## src/rtl/mux_scan_serializer.sv

```systemverilog
// ---------------------------------------------------------------------------
// mux_scan_serializer
//
// Sequencer and output register for the 16:1 channel mux in the CNN
// datapath. A start pulse launches a scan that walks the mux select through
// channels 0..NUM_CH-1. Each selected word is captured into a one-deep
// output register and offered as a valid/ready stream, tagged with its
// channel index. The word from the final channel carries a last flag. Once
// that last word has been accepted, done pulses for one cycle and the
// block returns to idle.
//
// Parameters
//   WIDTH     mux data width and output word width
//   NUM_CH    channels scanned per run (1..16)
//
// Ports
//   clk        in   rising-edge clock
//   rst        in   synchronous active-high reset
//   start      in   one-cycle scan request, honoured only when idle
//   sel        out  mux select, upper nibble always zero
//   mux_data   in   mux output, combinational from sel
//   out_data   out  captured word
//   out_ch     out  channel index of out_data
//   out_last   out  out_data came from channel NUM_CH-1
//   out_valid  out  out_data/out_ch/out_last are valid
//   out_ready  in   consumer accepts the word
//   busy       out  scan in progress (state is not IDLE)
//   done       out  one-cycle pulse after the last word is accepted
// ---------------------------------------------------------------------------
module mux_scan_serializer #(
   parameter int WIDTH  = 16,
   parameter int NUM_CH = 16
) (
   input  logic             clk,
   input  logic             rst,
   input  logic             start,
   output logic [7:0]       sel,
   input  logic [WIDTH-1:0] mux_data,
   output logic [WIDTH-1:0] out_data,
   output logic [3:0]       out_ch,
   output logic             out_last,
   output logic             out_valid,
   input  logic             out_ready,
   output logic             busy,
   output logic             done
);

   typedef enum logic [1:0] {
      IDLE  = 2'd0,
      SCAN  = 2'd1,
      DRAIN = 2'd2
   } state_t;

   localparam logic [3:0] LAST_CH = 4'(NUM_CH - 1);

   state_t     state_reg;
   logic [3:0] ch_reg;
   logic       load;
   logic       xfer;

   // The output register refills whenever it is empty or being emptied on
   // this edge, so an uninterrupted scan streams one word per cycle.
   assign load = (state_reg == SCAN) && (!out_valid || out_ready);
   assign xfer = out_valid && out_ready;

   // The mux sees the counter directly; mux_data settles within the cycle
   // and is captured on the next edge.
   assign sel  = {4'b0000, ch_reg};
   assign busy = (state_reg != IDLE);

   always_ff @(posedge clk) begin
      if (rst) begin
         state_reg <= IDLE;
         ch_reg    <= 4'd0;
         out_data  <= '0;
         out_ch    <= 4'd0;
         out_last  <= 1'b0;
         out_valid <= 1'b0;
         done      <= 1'b0;
      end else begin
         done <= 1'b0;
         case (state_reg)
            IDLE: begin
               ch_reg <= 4'd0;
               if (start) begin
                  state_reg <= SCAN;
               end
            end

            SCAN: begin
               // Under backpressure (valid && !ready) nothing changes, which
               // keeps sel frozen and the presented word stable.
               if (load) begin
                  out_data  <= mux_data;
                  out_ch    <= ch_reg;
                  out_last  <= (ch_reg == LAST_CH);
                  out_valid <= 1'b1;
                  if (ch_reg == LAST_CH) begin
                     state_reg <= DRAIN;
                  end else begin
                     ch_reg <= ch_reg + 4'd1;
                  end
               end
            end

            DRAIN: begin
               // Only the last word is left in the register; nothing reloads,
               // so the transfer empties it and ends the run.
               if (xfer) begin
                  out_valid <= 1'b0;
                  done      <= 1'b1;
                  ch_reg    <= 4'd0;
                  state_reg <= IDLE;
               end
            end

            default: begin
               state_reg <= IDLE;
               ch_reg    <= 4'd0;
               out_valid <= 1'b0;
            end
         endcase
      end
   end

endmodule

```

## config.mk

```make
export PLATFORM = sky130hd
export DESIGN_NAME = mux_scan_serializer
export DESIGN_NICKNAME = d
export VERILOG_FILES = /design/src/rtl/mux_scan_serializer.sv
export SDC_FILE = /design/constraint.sdc
export NUM_CORES = 1
export LEC_CHECK = 0
export ABC_AREA = 1
export ABC_CLOCK_PERIOD_IN_PS = 2800
export BUFFER_PORTS_ARGS = -buffer_cell sky130_fd_sc_hd__buf_4
export CORE_MARGIN = 3
export CORE_UTILIZATION = 49
export DETAILED_ROUTE_END_ITERATION = 7
export GPL_ROUTABILITY_DRIVEN = 0
export PLACE_DENSITY = 0.94
export SYNTH_ARGS = -nofsm -noshare
export SYNTH_HDL_FRONTEND = slang
export SYNTH_SLANG_ARGS = --single-unit
```

## constraint.sdc

```tcl
create_clock -name clk -period 2.8 [get_ports clk]
set_clock_uncertainty 0.05 [all_clocks]
set_input_delay 0.28 -clock clk [delete_from_list [all_inputs] [get_ports clk]]
set_output_delay 0.28 -clock clk [all_outputs]
set_load 0.01 [all_outputs]
```

**After elaboration in Yosys (flattened, before gate mapping)**

Cells that the tools add are included.
Widths: inputs -> output; s select.

- Add/subtract/negate cells: 1
- Equal/unequal tests: 8
- Muxes and demuxes: 13
- Bitwise gates (word level): 2
- Reductions and logical operators: 11

Operators with widths:

| cell | count |
|---|---|
| $mux 4 | 3 |
| $mux 2 | 4 |
| $ne 2x2->1 const B | 4 |
| $pmux 4 s2 | 1 |
| $pmux 2 s3 | 1 |
| $reduce_and 3->1 | 2 |
| $add 4x1->4 const B | 1 |
| $eq 4x4->1 const B | 1 |
| $reduce_and 4->1 | 1 |
| $mux 1 | 3 |
| $pmux 1 s3 | 1 |
| $eq 2x1->1 const B | 1 |
| $eq 2x2->1 const B | 1 |
| $logic_and 1x1->1 | 2 |
| $logic_not 2->1 | 1 |
| $ne 2x1->1 const B | 1 |
| $not 1->1 | 2 |
| $reduce_and 2->1 | 1 |
| $reduce_bool 2->1 | 1 |
| $reduce_or 2->1 | 1 |
| $logic_not 1->1 | 1 |
| $logic_or 1x1->1 | 1 |

- Register bits: 29
- Input bits: 20
- Output and inout bits: 32
- Logic and storage cells: 42

**Logic depth before layout (Yosys ltp)**

Gate-level depths: netlist of run 1.

- Word-level depth: 5
- Depth in mapped cells: 8
- Gate-level depth less buffers: 8

**Worst setup path before layout of run 1**

Ideal clock, no wire load.

- Path type: register to register
- From: register ch_reg[1]
- To: register ch_reg[2]
- Library setup time: 0.070 ns
- Arrival time: 1.225 ns
- Data required time: 2.680 ns
- Slack: 1.455 ns
- Stages on the path, launching flop included: 8
- Buffers on the path: 0
- Period minus slack after synthesis: 1.345 ns
- Path through: dfxtp_1 ha_1 nand2_1 nor2_1 nand2_1 nand3_1 nand2_1 a21oi_1

- Word-level cells in the longest chain between the ends: 4
- Elaborated cells on any way between the ends: 7
- Those cells by class: 1 x add/sub; 2 x eq/ne; 3 x mux; 1 x reduce/logical

Ends and longest elaborated chain:

| what | RTL line | RTL |
|---|---|---|
| from (decl) | 57 | `logic [3:0] ch_reg;` |
| from (signal assigned) | 101 | `ch_reg <= ch_reg + 4'd1;` |
| $add 4x1->4 | 101 |  |
| $mux 4 | 98 | `if (ch_reg == LAST_CH) begin` |
| $mux 4 | 93 | `if (load) begin` |
| $pmux 4 s2 | 82 | `case (state_reg)` |

Several ways; a longest one is shown, not always the timed one. The select of a mux whose other input is x is not followed.
A chain may end at the register's enable or synchronous reset.

**Worst setup path in the final report of run 1**

- From: register state_reg[1]
- To: register ch_reg[1]

- Word-level cells in the longest chain between the ends: 4
- Elaborated cells on any way between the ends: 8
- Those cells by class: 5 x eq/ne; 1 x mux; 2 x reduce/logical

Ends and longest elaborated chain:

| what | RTL line | RTL |
|---|---|---|
| from (decl) | 56 | `state_t state_reg;` |
| from (signal assigned) | 73 | `state_reg <= IDLE;` |
| from (signal assigned) | 86 | `state_reg <= SCAN;` |
| from (signal assigned) | 99 | `state_reg <= DRAIN;` |
| $eq 2x1->1 | 63, 82 |  |
| $logic_and 1x1->1 | 63 | `assign load = (state_reg == SCAN) && (!out_valid \|\| out_ready);` |
| $ne 2x2->1 (no line) | - |  |
| $reduce_and 3->1 (no line) | - |  |

Several ways; a longest one is shown, not always the timed one.

==> results.cfg, run 1 <==
[status]
status = finished clean

[placed_design]
placed_cell_area_um2 = 1510
port_buffers = 47
dp_cells = 225
hpwlAfterDp_um = 1990
place_worst_setup_slack_ns = 1.16

[detailed_routing]
first_iter_violations = 16
vias = 1146
avgRoutedWirePerCell_um = 12.2
dr.pass1.iters = 4
route.detailed.drc = 0
vias_per_cell = 4.94
ant_nets = 0
wl_um = 2830

[yosys]
synth_most_common_cell = nor2_1
ys_ff_latch = 29
synth_edf_count = 0
synthDistinctLibCells = 24
yosys_most_used_dff = dfxtp_1
ys_async_sr_fraction = 0
synth_warnings = 0
synth_area_leaders = dfxtp_1 (50%), nor2_1 (14%), o21ai_0 (9.0%), nand2_1 (5.8%), nand3_1 (3.0%)
synth_area_leader_cell = dfxtp_1
synth_area_um2 = 1170
avgSynthCellArea_um2 = 7.45
synth_seq_area_share = 0.496
netlist_top_cells_count = nor2_1 (44), dfxtp_1 (29), o21ai_0 (21)
synth_cells = 157
synth_top_area_share = 0.496

[layout]
fin_cells = 232
n_fill_cell = 208
drive_above_1_share = 0.294
multi_input_area_um2 = 495
diodes = 0
nets = 225
final-seq-area_um2 = 581
final_cell_area_um2 = 1580
largest_reg_flops = 16
areaGrowthSynthToFinish_pct = 34.9

[cts]
clk_pin_slew_worst_paths_ns = 0.08
cts.path.max_buffers = 2
postCtsHoldBufs = 0
clock-root-buffer = clkbuf_4
post_cts_buffers = 0
cts_tree = done
clock_latency_ns = 0.33
ctsHtreeMaxLevel = 2
cts_made_buffers = 5
postCtsResizedCells = 0
cts.sinks = 29

[timing]
rsz0062_at_grt = false
period_share = 0.593
max_clock_freq_mhz = 602
fin_crit_ns = 1.66
slew-limit-headroom = 0.588
finalSetupTns_ns = 0
setup_slack_ns = 1.14
finalMaxSlewViolations = 0
setup_violations = 0
finalHoldViolations = 0
tightest_slew_ns = 0.618

[pwr]
p_total_w = 0.000999
peakVddDrop_mv = 0.540
power.leakage_nw = 0.773
p_per_area_nw_per_um2 = 633

[setup_path]
r2r_setup_slack_ns = 1.14
cp-endpoint = ch_reg[1]
required_ns = 3.02
cp_max_fo = 25
critical_path_arrival_ns = 1.88
rr_startpoint = state_reg[1]
worst-r2r-cell-count = 7
cp-start-kind = flop
path_class = reg -> reg
reg2reg_to = ch_reg[1]
critPathLaunch = state_reg[1]
critPathCaptureType = flop

[global_route]
grt_pass1_wl_um = 4280
grt_max_degree = 27
grt.overflow.total = 0
grt_pass1_vias = 967
globalRouteTotalUtil = 0.204
grt_antenna_before_repair = 0

[die]
ios = 52
die_area_um2 = 3010
die_w_um = 54.9
chipHeight_um = 54.9
initial_utilization = 0.524
core_area_um2 = 2230
num_rows = 17

[job]
drv_cap = 0

[hold_path]
hp-class = in -> reg
## report_power, final
| part | total (W) | internal [W] | switching, W | leakage, nW |
|---|---|---|---|---|
| combinational | 0.000201 | 0.0000932 | 0.000108 | 0.494 |
| clock | 0.000320 | 0.000182 | 0.000139 | 0.0410 |
| sequential | 0.000477 | 0.000453 | 0.0000242 | 0.238 |
## final cells by class
| type | instances | area share |
|---|---|---|
| Multi-Input combinational cell | 110 | 0.314 |
| Inverter | 11 | 0.0262 |
| Timing Repair Buffer | 47 | 0.224 |
| Clock inverter | 2 | 0.0222 |
| Clock buffer | 5 | 0.0238 |
| Tap cell | 28 | 0.0222 |
| Sequential cell | 29 | 0.368 |
## routing by layer
metal	global-route usage	vias up	share of wire
met5	0	-	0
met4	0.0747	0	0.019
met3	0.0817	8	0.094
met2	0.327	45	0.49
met1	0.242	506	0.40
li1	-	587	-
## how the worst min path moves through the flow
| stage | startpoint | end | slack [ns] | depth (start not counted) |
|---|---|---|---|---|
| finish | rst | out_valid | 0.1 | 2 |
| global route | rst | out_valid | 0.09 | 2 |
| CTS | rst | out_valid | 0.09 | 2 |
| detailed placement | state_reg[0] | done | 0.43 | 1 |
| global placement | state_reg[0] | done | 0.42 | 1 |
| floorplan | rst | ch_reg[2] | 0.30 | 1 |
## worst max-delay path: stages (launching register included)
cell and delay [ns]:
dfxtp_1 0.34, inv_2 0.09, nand2_2 0.08, nor2_4 0.42, inv_2 0.27, nor2_1 0.19, nand3_1 0.09, nand2_1 0.07
## through the flow
stage	util	hold slack, ns
floorplan	-	0.299
global placement	0.674	0.417
detailed placement	0.674	0.427
CTS	0.706	0.0899
global route	0.706	0.0850
finish	0.706	0.0968
## placed cells by master, fill, tap and decap left out
cell type | netlist | routed
nand4_1 | 1 | 1
clkinv_2 | 0 | 1
bufinv_16 | 0 | 1
clkbuf_4 | 0 | 5
o21ai_0 | 21 | 21
nor3b_1 | 1 | 1
ha_1 | 1 | 1
o21ai_2 | 1 | 1
nor2_2 | 1 | 1
inv_2 | 2 | 2
conb_1 | 1 | 4
nor4_1 | 1 | 1
nor2_4 | 1 | 1
a31oi_1 | 1 | 1
nor2_1 | 44 | 44
dfxtp_1 | 29 | 29
inv_1 | 9 | 9
a21oi_1 | 5 | 5
nand2_1 | 18 | 18
nand2_2 | 1 | 1
nand3_1 | 7 | 7
nor3_1 | 1 | 1
buf_4 | 4 | 47
and3_1 | 1 | 1
## kinds of logic (layout without fill, tap and decap cells)
group                      Yosys count  count (layout)  share of synthesized area
other                                1               4                    0.00321
AOI/OAI and AO/OA                   28              28                      0.124
adders and majority gates            1               1                     0.0107
and+or+nand+nor                     77              77                      0.276
DFF                                 29              29                      0.496
buffers and inverters               21              65                     0.0898
No activity file was read; power rests on OpenSTA's default activity.
==> run 2, diff against run 1 <==
--- a/config.mk
+++ b/config.mk
@@ -6,13 +6,13 @@
 export NUM_CORES = 1
 export LEC_CHECK = 0
 export ABC_AREA = 1
-export ABC_CLOCK_PERIOD_IN_PS = 2800
+export ABC_CLOCK_PERIOD_IN_PS = 1680
 export BUFFER_PORTS_ARGS = -buffer_cell sky130_fd_sc_hd__buf_4
 export CORE_MARGIN = 3
-export CORE_UTILIZATION = 49
+export CORE_UTILIZATION = 45
 export DETAILED_ROUTE_END_ITERATION = 7
 export GPL_ROUTABILITY_DRIVEN = 0
-export PLACE_DENSITY = 0.94
+export PLACE_DENSITY = 0.88
 export SYNTH_ARGS = -nofsm -noshare
 export SYNTH_HDL_FRONTEND = slang
 export SYNTH_SLANG_ARGS = --single-unit
==> constraint.sdc (replaced) <==
create_clock -name clk -period 1.68 [get_ports clk]
set_clock_uncertainty 0.05 [all_clocks]
set_input_delay 0.168 -clock clk [delete_from_list [all_inputs] [get_ports clk]]
set_output_delay 0.168 -clock clk [all_outputs]
set_load 0.01 [all_outputs]
==> results.cfg, run 2 (synthesized netlist as in run 1, its figures left out) <==
[setup_path]
required_ns = 1.90
critical_path_arrival_ns = 1.76
cp_max_fo = 5
path_class = reg -> reg
critPathCaptureType = flop
cp-start-kind = flop

[job]
drv_cap = 0

[pwr]
p_total_w = 0.00165
p_per_area_nw_per_um2 = 986
peakVddDrop_mv = 0.710
power.leakage_nw = 0.821

[layout]
nets = 236
diodes = 0
areaGrowthSynthToFinish_pct = 43.4
fin_cells = 244
largest_reg_flops = 16
mostFrequentLayoutCells = buf_4 (50), nor2_1 (44), dfxtp_1 (29)
drive_above_1_share = 0.296
mostFrequentLayoutCell = buf_4

[timing]
setup_violations = 0
period_share = 0.917
fin_crit_ns = 1.54
rsz0062_at_grt = false
finalSetupTns_ns = 0
finalHoldViolations = 0
max_clock_freq_mhz = 649
finalMaxSlewViolations = 0
whs_ns = 0.0131

[cts]
cts.path.max_buffers = 2
clock-root-buffer = clkbuf_4
clock_latency_ns = 0.33
cts_made_buffers = 5
clk_pin_slew_worst_paths_ns = 0.10
post_cts_buffers = 0
cts_tree = done
cts.sinks = 29
postCtsResizedCells = 0
ctsHtreeMaxLevel = 2

[placed_design]
port_buffers = 47
hpwlAfterDp_um = 2090
dp_cells = 228

[detailed_routing]
vias_per_cell = 4.91
wl_um = 3020
avgRoutedWirePerCell_um = 12.4
vias = 1199
first_iter_violations = 17
ant_nets = 0
route.detailed.drc = 0
dr.pass1.iters = 4

[global_route]
grt_pass1_vias = 1109
grt_antenna_before_repair = 0
globalRouteTotalUtil = 0.198
grt.overflow.total = 0
grt_pass1_wl_um = 4950
grt_max_degree = 25

[die]
die_area_um2 = 3250
initial_utilization = 0.500
die_w_um = 57.0
num_rows = 17
core_area_um2 = 2340
ios = 52
chipHeight_um = 57.0

[hold_path]
hp-class = in -> reg

[status]
status = finished clean
run 2: final cells by class:
cell class,instances,area (um2)
inverters,11,41.3
clock buffers,7,65.1
multi-input cells,110,495
flip-flops and latches,29,581
clock inverters,1,5.00
repair buffers,58,455
fillers,184,662
well taps,28,35.0
run 2: worst max-delay path, stage by stage, from the launching register on:
cell and delay, ns:
dfxtp_1 0.42, ha_1 0.22, nand2_1 0.07, nor2_1 0.26
nand2_1 0.11, nand3_1 0.14, nand2_1 0.06, a21oi_1 0.13
run 2: final timing paths:
kind,startpoint,to,slack (ns),cells after the start
min reg2reg,state_reg[0],done,0.44,1
min,mux_data[4],out_data[4],0.01,3
max reg2reg,ch_reg[1],ch_reg[2],0.14,7
max,ch_reg[1],ch_reg[2],0.14,7
run 2: timing repair:
action	4_1_cts	5_1_grt
endpoints found under the hold margin	10	1
hold buffers	7	1
endpoints found under the setup margin	0	0
run 2: per-layer routing:
layer,GRT usage,wire length [um],up-vias
li1,-,-,610
met1,0.230,1240,531
met2,0.318,1470,49
met3,0.0882,236,9
met4,0.0795,73,0
met5,0,0,-
run 2: through the flow:
step,utilization,setup WS (ns),area [um2]
detailed placement,0.653,0.218,1530
finish,0.717,0.139,1680
CTS,0.713,0.164,1670
global placement,0.653,0.335,1530
global route,0.717,0.00500,1680
floorplan,-,0.335,1180
run 2: power breakdown:
group | total (W) | internal [W] | switching [W]
clock network | 0.000495 | 0.000242 | 0.000252
logic | 0.000364 | 0.000176 | 0.000188
registers | 0.000795 | 0.000755 | 0.0000396
==> run 3, diff against run 2 <==
--- a/config.mk
+++ b/config.mk
@@ -12,7 +12,10 @@
 export CORE_UTILIZATION = 45
 export DETAILED_ROUTE_END_ITERATION = 7
 export GPL_ROUTABILITY_DRIVEN = 0
+export GPL_TIMING_DRIVEN = 0
+export MAX_ROUTING_LAYER = met4
 export PLACE_DENSITY = 0.88
+export SLEW_MARGIN = 20
 export SYNTH_ARGS = -nofsm -noshare
 export SYNTH_HDL_FRONTEND = slang
 export SYNTH_SLANG_ARGS = --single-unit
==> results.cfg, run 3 (synthesized netlist as in run 1, its figures left out) <==
[detailed_routing]
avgRoutedWirePerCell_um = 12.4
dr.pass1.iters = 4
route.detailed.drc = 0
first_iter_violations = 41
vias = 1223
vias_per_cell = 5.03
ant_nets = 0
wl_um = 3020

[timing]
rsz0062_at_grt = false
finalSetupTns_ns = 0
finalHoldViolations = 0
fin_crit_ns = 1.49
setup_violations = 0
max_clock_freq_mhz = 673
finalMaxSlewViolations = 0
period_share = 0.885
whs_ns = 0.0239

[setup_path]
cpMaxStageDelayCell = dfxtp_1
cp-endpoint = ch_reg[2]
crit_chain = ha_1 > nand2_1 > nor2_2 > nand2_1 > nand3_1 > nand2_1 > a21oi_1
critical_path_arrival_ns = 1.69
critPathCaptureType = flop
cp_common_cell = nand2_1
rr_startpoint = ch_reg[1]
reg2reg_to = ch_reg[2]
required_ns = 1.88
worst-r2r-cell-count = 7
slowest_delay_ns = 0.40
critPathLaunch = ch_reg[1]
cp-start-kind = flop
path_class = reg -> reg
cp_max_fo = 5
r2r_setup_slack_ns = 0.19

[pwr]
power.leakage_nw = 0.811
peakVddDrop_mv = 0.622
p_per_area_nw_per_um2 = 965

[global_route]
grt.overflow.total = 0
globalRouteTotalUtil = 0.196
grt_max_degree = 11
grt_pass1_wl_um = 4810
grt_antenna_before_repair = 0
grt_pass1_vias = 1135

[layout]
n_fill_cell = 193
mostFrequentLayoutCell = buf_4
drive_above_1_share = 0.316
diodes = 0
final-seq-area_um2 = 581
multi_input_area_um2 = 498
largest_reg_flops = 16
final_core_util = 0.699
mostFrequentLayoutCells = buf_4 (51), nor2_1 (43), dfxtp_1 (29)
areaGrowthSynthToFinish_pct = 39.9
nets = 236

[die]
initial_utilization = 0.500
num_rows = 17
die_w_um = 57.0
chipHeight_um = 57.0
die_area_um2 = 3250
core_area_um2 = 2340
ios = 52

[cts]
cts.path.max_buffers = 2
ctsHtreeMaxLevel = 2
cts_made_buffers = 5
cts_tree = done
clock-root-buffer = clkbuf_4
cts.sinks = 29
post_cts_buffers = 0
clock_latency_ns = 0.31
clk_pin_slew_worst_paths_ns = 0.09

[hold_path]
hp-class = in -> reg

[placed_design]
port_buffers = 47
hpwlAfterDp_um = 2230

[status]
status = finished clean

[job]
drv_cap = 0
==> run 3: changes by cell type in the layout (fill, tap and decap cells not counted), sizes merged <==
cell / change
dlygate4sd3: -7
clkbuf: +2
buf: +5
clkinv: -1
==> run 3: final cells by class <==
class                   instances  area share
multi-input cells             110       0.304
flip-flops and latches         29       0.355
well taps                      28      0.0214
inverters                      11      0.0252
repair buffers                 48       0.222
clock buffers                   7      0.0336
plain buffers                  10      0.0390
==> run 3: per-layer routing <==
metal | part of all wire | track usage | vias up
met5 | 0 | - | -
met4 | 0.020 | 0.0894 | 0
met3 | 0.076 | 0.0566 | 6
met2 | 0.51 | 0.344 | 57
met1 | 0.39 | 0.200 | 548
li1 | - | - | 612
==> run 3: worst min-delay path by stage <==
stage / start / to / slack (ns) / cells past startpoint
floorplan: rst / ch_reg[2] / 0.19 / 1
global placement: rst / out_valid / 0.33 / 2
detailed placement: rst / ch_reg[2] / 0.34 / 2
CTS: mux_data[7] / out_data[7] / 0.01 / 3
global route: mux_data[2] / out_data[2] / 0.01 / 3
finish: mux_data[2] / out_data[2] / 0.02 / 3
==> run 3: metrics by stage <==
stage               total power, W  instance area [um2]  worst slack, ns  cells
floorplan                 0.000993                 1180            0.335    160
global placement           0.00116                 1570            0.239    235
detailed placement         0.00117                 1570            0.156    235
CTS                        0.00159                 1630            0.136    243
global route               0.00167                 1640           0.0811    243
finish                     0.00158                 1640            0.193    243
==> run 3: where the power goes <==
group | total, W | internal (W) | switching, W
Combinational | 0.000367 | 0.000176 | 0.000192
Clock | 0.000418 | 0.000197 | 0.000221
Sequential | 0.000794 | 0.000755 | 0.0000388
==> run 3: repair_timing <==
item | 4_1_cts | 5_1_grt
hold buffers | 1 | 0
endpoints found under the setup margin | 0 | 1
resized for setup | 0 | 1
endpoints found under the hold margin | 2 | 0
==> run 3: worst max-delay path: cells and delay by family (launching register included) <==
family                     cells  cell delay, ns
AOI/OAI and AO/OA              1            0.14
adders and majority gates      1            0.22
DFF                            1            0.40
and+or+nand+nor                5            0.61
